<file path="config.mk">
export PLATFORM = sky130hd
export DESIGN_NAME = wb_dma_copy
export DESIGN_NICKNAME = d
export VERILOG_FILES = /design/src/rtl/wb_dma_copy.sv
export SDC_FILE = /design/constraint.sdc
export NUM_CORES = 1
export LEC_CHECK = 0
export BUFFER_PORTS_ARGS = -buffer_cell sky130_fd_sc_hd__buf_2
export CORE_AREA = 3 3 207 209
export CTS_CLUSTER_SIZE = 30
export DETAILED_ROUTE_END_ITERATION = 6
export DIE_AREA = 0 0 210 212
export SLEW_MARGIN = 20
export SYNTH_ARGS = -nofsm -noshare
export SYNTH_HDL_FRONTEND = slang
export SYNTH_SLANG_ARGS = --single-unit
</file>
<file path="constraint.sdc">
create_clock -name i_clk -period 7.45 [get_ports i_clk]
set_clock_uncertainty 0.2 [all_clocks]
set_input_delay 1.49 -clock i_clk [delete_from_list [all_inputs] [get_ports i_clk]]
set_output_delay 1.49 -clock i_clk [all_outputs]
set_load 0.01 [all_outputs]
</file>
<file path="src/rtl/wb_dma_copy.sv">
// Pipelined Wishbone initiator that copies len 64-bit words from src to dst, one read then one write at a time.
// States: IDLE wait cmd | RD_REQ/RD_WAIT read | WR_REQ/WR_WAIT write | GAP bus idle between words | DONE end pulse.
module wb_dma_copy #(
  parameter int unsigned TIMEOUT_CYCLES = 1024,
  parameter int unsigned LEN_W          = 16
) (
  input  logic             i_clk,
  input  logic             i_reset,
  input  logic             i_start,
  input  logic [63:0]      i_src,
  input  logic [63:0]      i_dst,
  input  logic [LEN_W-1:0] i_len,
  input  logic             i_abort,
  output logic             o_busy,
  output logic             o_done,
  output logic             o_error,
  output logic             o_aborted,
  output logic [LEN_W-1:0] o_remaining,
  output logic [63:0]      o_wb_adr,
  output logic [63:0]      o_wb_dat,
  input  logic [63:0]      i_wb_dat,
  output logic             o_wb_we,
  output logic [7:0]       o_wb_sel,
  output logic             o_wb_stb,
  output logic             o_wb_cyc,
  input  logic             i_wb_ack,
  input  logic             i_wb_stall
);

  typedef enum logic [2:0] {
    S_IDLE, S_RD_REQ, S_RD_WAIT, S_WR_REQ, S_WR_WAIT, S_GAP, S_DONE
  } state_t;

  localparam int unsigned      TMR_W    = $clog2(TIMEOUT_CYCLES + 1);
  localparam logic [TMR_W-1:0] TMR_LOAD = TMR_W'(TIMEOUT_CYCLES - 1);

  state_t           state_q, state_d;
  logic [63:0]      src_q, src_d, dst_q, dst_d, dat_q, dat_d;
  logic [LEN_W-1:0] rem_q, rem_d;
  logic [TMR_W-1:0] tmr_q, tmr_d;
  logic             err_q, err_d, abt_q, abt_d;
  logic             busy, in_rd, in_wr, is_req, ack_now, expired;

  assign in_rd   = (state_q == S_RD_REQ) || (state_q == S_RD_WAIT);
  assign in_wr   = (state_q == S_WR_REQ) || (state_q == S_WR_WAIT);
  assign is_req  = (state_q == S_RD_REQ) || (state_q == S_WR_REQ);
  assign busy    = (state_q != S_IDLE) && (state_q != S_DONE);
  // An ack during a stalled request cycle does not belong to this request.
  assign ack_now = i_wb_ack && !(is_req && i_wb_stall);
  assign expired = (tmr_q == '0);

  always_comb begin
    state_d = state_q;
    src_d   = src_q;
    dst_d   = dst_q;
    dat_d   = dat_q;
    rem_d   = rem_q;
    tmr_d   = tmr_q;
    err_d   = err_q;
    abt_d   = abt_q;
    if (busy && i_abort) abt_d = 1'b1;
    case (state_q)
      S_IDLE: begin
        if (i_start) begin
          src_d   = i_src & ~64'h7;
          dst_d   = i_dst & ~64'h7;
          rem_d   = i_len;
          err_d   = 1'b0;
          abt_d   = 1'b0;
          tmr_d   = TMR_LOAD;
          state_d = (i_len == '0) ? S_DONE : S_RD_REQ;
        end
      end
      S_RD_REQ, S_RD_WAIT: begin
        if (ack_now) begin
          dat_d   = i_wb_dat;
          tmr_d   = TMR_LOAD;
          state_d = S_WR_REQ;
        end else if (expired) begin
          err_d   = 1'b1;
          state_d = S_DONE;
        end else begin
          tmr_d = tmr_q - 1'b1;
          if (state_q == S_RD_REQ && !i_wb_stall) state_d = S_RD_WAIT;
        end
      end
      S_WR_REQ, S_WR_WAIT: begin
        if (ack_now) begin
          src_d   = src_q + 64'd8;
          dst_d   = dst_q + 64'd8;
          rem_d   = rem_q - 1'b1;
          state_d = (rem_q == LEN_W'(1)) ? S_DONE : S_GAP;
        end else if (expired) begin
          err_d   = 1'b1;
          state_d = S_DONE;
        end else begin
          tmr_d = tmr_q - 1'b1;
          if (state_q == S_WR_REQ && !i_wb_stall) state_d = S_WR_WAIT;
        end
      end
      S_GAP: begin
        tmr_d   = TMR_LOAD;
        state_d = (abt_q || i_abort) ? S_DONE : S_RD_REQ;
      end
      S_DONE:  state_d = S_IDLE;
      default: state_d = S_IDLE;
    endcase
  end

  always_ff @(posedge i_clk or posedge i_reset) begin
    if (i_reset) begin
      state_q <= S_IDLE;
      src_q   <= '0;
      dst_q   <= '0;
      dat_q   <= '0;
      rem_q   <= '0;
      tmr_q   <= '0;
      err_q   <= 1'b0;
      abt_q   <= 1'b0;
    end else begin
      state_q <= state_d;
      src_q   <= src_d;
      dst_q   <= dst_d;
      dat_q   <= dat_d;
      rem_q   <= rem_d;
      tmr_q   <= tmr_d;
      err_q   <= err_d;
      abt_q   <= abt_d;
    end
  end

  assign o_busy      = busy;
  assign o_done      = (state_q == S_DONE);
  assign o_error     = err_q;
  assign o_aborted   = abt_q;
  assign o_remaining = rem_q;
  assign o_wb_cyc    = in_rd || in_wr;
  assign o_wb_stb    = is_req;
  assign o_wb_we     = in_wr;
  assign o_wb_sel    = is_req ? 8'hFF : 8'h00;
  assign o_wb_adr    = in_wr ? dst_q : (in_rd ? src_q : 64'h0);
  assign o_wb_dat    = dat_q;

endmodule
</file>
Word level (Yosys, flattened, before mapping)
Cells that the tools add are included.
{ "op_classes": {"n_addsub": 4, "eq_ne": 15, "n_mux": 35, "n_reduce_logical": 28} }
{ "ops": {"columns": ["cell", "n"], "rows": [
  ["$mux W64", 6],
  ["$pmux W64 S2", 2],
  ["$add A64 B4 Y64 const B", 2],
  ["$mux W11", 4],
  ["$pmux W11 S4", 1],
  ["$mux W16", 2],
  ["$pmux W16 S2", 1],
  ["$mux W3", 9],
  ["$eq A16 B1 Y1 const B", 1],
  ["$logic_not A16 Y1", 1],
  ["$sub A16 B1 Y16 const B", 1],
  ["$pmux W3 S4", 1],
  ["$logic_not A11 Y1", 1],
  ["$sub A11 B1 Y11 const B", 1],
  ["$eq A3 B3 Y1 const B", 3],
  ["$reduce_and A3 Y1", 3],
  ["$mux W8", 1],
  ["$ne A2 B2 Y1 const B", 4],
  ["$ne A4 B4 Y1 const B", 2],
  ["$eq A3 B2 Y1 const B", 2],
  ["$logic_and A1 B1 Y1", 6],
  ["$mux W1", 6],
  ["$logic_or A1 B1 Y1", 5],
  ["$reduce_and A4 Y1", 1],
  ["other kinds (13)", 16]
]} }
{ "totals": {"register_bits": 224, "inputBits": 214, "out_inout_bits": 159} }

Logic depth before layout (Yosys ltp)
{ "depth": {"ltp_word": 7, "depth_mapped": 10} }

Least setup slack after synthesis
OpenSTA, ideal clock, no wires.
{ "synth_timing": {"kind": "reg-to-output", "startpoint": "register state_q[0]", "endpoint": "output o_wb_adr[61]", "arrival_time_ps": 2134, "t_required_ps": 5760, "setup_slack_ps": 3626, "stages_incl_launch_ff": 10, "path_cell_list": "dfrtp_1 > clkbuf_1 > nor3b_1 > nor2_1 > inv_1 > clkbuf_1 > clkbuf_1 > buf_1 > nand2_1 > nand2_1"} }
{ "synth_between": {"word_cells_on_any_way": 8, "cone_classes": "4 x eq/ne; 2 x mux; 2 x reduce/logical"} }
{ "synth_lines": {"columns": ["item", "line", "rtl"], "rows": [
  ["from (decl)", "37", "state_t state_q, state_d;"],
  ["from (signal assigned)", "121", "state_q <= state_d;"],
  ["$eq A3 B2 Y1 or $eq A3 B3 Y1 (tied branches)", "45", "assign in_wr = (state_q == S_WR_REQ) || (state_q == S_WR_WAIT);"],
  ["$logic_or A1 B1 Y1 *", "45", null],
  ["via o_wb_we", "22", "output logic o_wb_we,"],
  ["$mux W64 *", "141", "assign o_wb_adr = in_wr ? dst_q : (in_rd ? src_q : 64'h0);"],
  ["to (decl)", "19", "output logic [63:0] o_wb_adr,"]
]} }
The timed path passes the listed nets; every way through them passes the cells marked *.

Worst setup path in the final report
{ "layout_timing": {"startpoint": "register state_q[2]", "endpoint": "output o_wb_adr[57]"} }
{ "layout_between": {"elab_chain_cells": 4, "word_cells_on_any_way": 8, "cone_classes": "4 x eq/ne; 2 x mux; 2 x reduce/logical"} }
{ "layout_lines": {"columns": ["item", "line", "rtl"], "rows": [
  ["$eq A3 B1 Y1 or $eq A3 B2 Y1 (tied branches)", "44", "assign in_rd = (state_q == S_RD_REQ) || (state_q == S_RD_WAIT);"],
  ["$logic_or A1 B1 Y1", "44", null],
  ["$mux W64", "141", null],
  ["$mux W64 *", "141", null]
]} }
Every way passes the cells marked *; elsewhere a longest branch is shown, timed or not.

==> reports/results.tsv <==
stage	metric	value	unit
outcome	outcome	finished clean	
floorplanning	Die Area	0.0445	sq mm
sta	worst hold slack	0.281	ns
floorplanning	row count	74	
routing	vias per cell	5.73	
cts	Post CTS Setup Buffer Count	0	
sta	RSZ-0062 raised after global routing	no	
synthesis	Avg Cell Area, Syn	8.46	sq um
pwr	Final Total Pwr	7920	uW
pwr	Pwr per Cell Area	484	mW/mm^2
cts	CTS buffer count	29	
sta	final hold violation count	0	
final_layout	Final Core Density	40.0	%
pwr	Leak	0.00711	uW
synthesis	Post-synth EDFFs	0	
final_layout	Final nets	2058	
global_routing	initial antenna violation count	11	
synthesis	Seq/Total Area, Yosys	41.5	%
final_layout	fillers	4193	
sta	Fmax	190	MHz
placement	post-detail-place hpwl	34800	um
synthesis	synth warn	0	
setup_path	max incr delay on CP	0.80	ns
placement	Port Buf Inserts	363	
global_routing	first-pass GRT wire length	75400	um
setup_path	Critical Path, Cell by Cell	nor3b_1 -> nor2_4 -> inv_8 -> buf_4 -> and2_1 -> a21o_1 -> buf_2	
cts	CTS tree	yes	
cts	clk sink count	218	
floorplanning	Ports	373	
routing	antenna viol nets, final	0	
synthesis	Post-Syn Area	0.0131	sq mm
sta	final setup violation count	0	
global_routing	GRT overflow	0	
floorplanning	initial core utilization	32.0	%
cts	CTS Hold Bufs	0	
cts	CTS Root Cell	clkbuf_16	
cts	clock transition at the registers of the reported paths	0.06	ns
synthesis	Yosys reg bits	218	
synthesis	dominant synthesized flop cell	dfrtp_1	
routing	WL final	49500	um
routing	1st-iter DRT viols	1027	
placement	gpl congestion	0.864	
routing	first-pass iteration count of the detailed router	5	
global_routing	pin count of the biggest net entering global routing	170	
setup_path	critical path arrival	3.56	ns
floorplanning	Die Ht	212	um
sta	setup TNS	0	ns
routing	drt wl/cell	20.7	um
sta	worst slew pin tran	1.09	ns
worst_hold_path	min-delay worst type	reg2reg	
cts	worst skew pair latency	0.57	ns
floorplanning	Die W	210	um
setup_path	Crit Path Max Fanout	169	
floorplanning	core area	0.0410	sq mm
sta	max_slew headroom	26.6	%
global_routing	Global Route Usage Sum	21.2	%
cts	post_cts resized	0	
synthesis	post-synthesis cell type count	75	
setup_path	CP Class	reg2out	
sta	Tcrit/Tclk final	70.5	%
run	number of max-cap violations	0	
routing	vias	13700	
final_layout	fraction of layout cells with a size suffix above 1	28.4	%
cts	H-Tree Level Count	1	
final_layout	most common cell after layout, fill and taps aside	buf_2	
sta	crit path time final	5.25	ns
synthesis	Synth async-reset ratio	100	%
setup_path	Worst Setup End Kind	primary output	
final_layout	most frequent cells in the layout	buf_2, dfrtp_1, nand2_1	
setup_path	Worst path slowest cell	dfrtp_1	
global_routing	vias in the first global route	12900	
routing	DRC viols	0	
setup_path	Required @ worst endpoint	5.76	ns
cts	Max Root-Sink Buffers	3	
synthesis	post-synthesis cell count	1554	
sta	Final Max Tran Viols	0	
final_layout	P&R area growth vs syn	24.7	%
setup_path	crit path launch type	flip-flop	
pwr	Peak VDD IR	0.000289	V
[sequential cells by signal, summed over array words and instances, names as in the netlist]
name and count:
o_wb_dat 64, dst_q 61, src_q 61, o_remaining 16, tmr_q 11, state_q 3, o_aborted 1, o_error 1
[synth_stat cells (6+ instances only)]
library cell | number | area share (%)
o31ai_1 | 7 | 0.40
nor3_1 | 36 | 1.4
a2bb2oi_1 | 13 | 0.87
or3_1 | 16 | 0.76
dfrtp_1 | 218 | 42
a22o_1 | 37 | 2.5
inv_1 | 22 | 0.63
a31oi_1 | 21 | 1.0
a211oi_1 | 13 | 0.74
and2_1 | 14 | 0.67
buf_1 | 15 | 0.43
o21ai_0 | 107 | 4.1
o22ai_1 | 35 | 1.7
nand2b_1 | 7 | 0.33
nor4_1 | 25 | 1.2
o22a_1 | 20 | 1.3
ha_1 | 6 | 0.57
buf_4 | 11 | 0.63
a21oi_1 | 126 | 4.8
and3_1 | 28 | 1.3
and4_1 | 13 | 0.87
nand4_1 | 47 | 2.2
nor2_1 | 129 | 3.7
nand3_1 | 83 | 3.2
clkbuf_1 | 97 | 2.8
nand2_1 | 202 | 5.8
o32ai_1 | 6 | 0.40
mux2_2 | 65 | 5.6
buf_2 | 6 | 0.23
o311ai_0 | 6 | 0.40
or4_1 | 13 | 0.74
a311oi_1 | 9 | 0.60
a22oi_1 | 9 | 0.51
xnor2_1 | 6 | 0.40
[where the power goes]
part           switching, uW  leakage (uW)  internal (uW)  total [uW]
combinational           2350       0.00409           1560        3920
sequential               713       0.00249           1760        2480
clock                    576      0.000522            954        1530
[final cells by class]
class                      count  area [sq um]  area share (%)
multi-input combinational   1187          7140            43.6
tap                          532           666            4.06
sequential                   218          5460            33.3
clock inverter                15           208            1.27
clock buffer                  39           833            5.09
inverter                      22          93.8           0.573
timing repair buffer         380          1980            12.1
antenna                        3          7.51          0.0458
[critical path: cells and delay by family (launching register included)]
family                 cells  cell delay (ns)
AO/OA/AOI/OAI              1             0.10
buffers and inverters      3             1.14
flip-flops                 1             0.80
AND/OR/NAND/NOR            3             0.94
[kinds of logic (layout without fill, tap and decap cells)]
logic type	count (synthesis)	count (layout)	share of synthesized area (%)
simple gates	651	651	24.8
xor+xnor	7	7	0.466
fa+ha+maj	6	6	0.571
mux	69	69	5.87
other cells	1	6	0.0285
buf+inv	151	456	4.68
flops	218	218	41.5
compound gates	451	451	22.0
[layer usage]
layer | wire length, um | part of all wire, % | global-route usage, %
met1 | 21200 | 43 | 28.7
met2 | 22500 | 45 | 33.7
met3 | 4430 | 9.0 | 5.62
met4 | 1310 | 2.6 | 5.84
met5 | 89 | 0.18 | 0
[metrics by stage]
| step | std cells | cell area (sq um) | worst slack (ns) |
|---|---|---|---|
| floorplan | 1556 | 13200 | 2.92 |
| finish | 2396 | 16400 | 2.20 |
| CTS | 2393 | 16400 | 2.15 |
| global route | 2394 | 16400 | 1.92 |
| detailed placement | 2339 | 15300 | 2.76 |
| global placement | 2339 | 15300 | 2.82 |
[path summary, 6_finish.rpt]
check | from | endpoint | slack [ns] | cells after the start
min in group asynchronous | i_reset | o_remaining[13] | 0.95 | 3
hold reg to reg | tmr_q[10] | tmr_q[10] | 0.28 | 2
setup / recovery | state_q[2] | o_wb_adr[57] | 2.20 | 7
hold / removal | tmr_q[10] | tmr_q[10] | 0.28 | 2
max in group asynchronous | i_reset | o_wb_dat[4] | 4.69 | 4
setup reg to reg | dst_q[3] | dst_q[63] | 3.60 | 7
(Power assumes the default switching activity.)
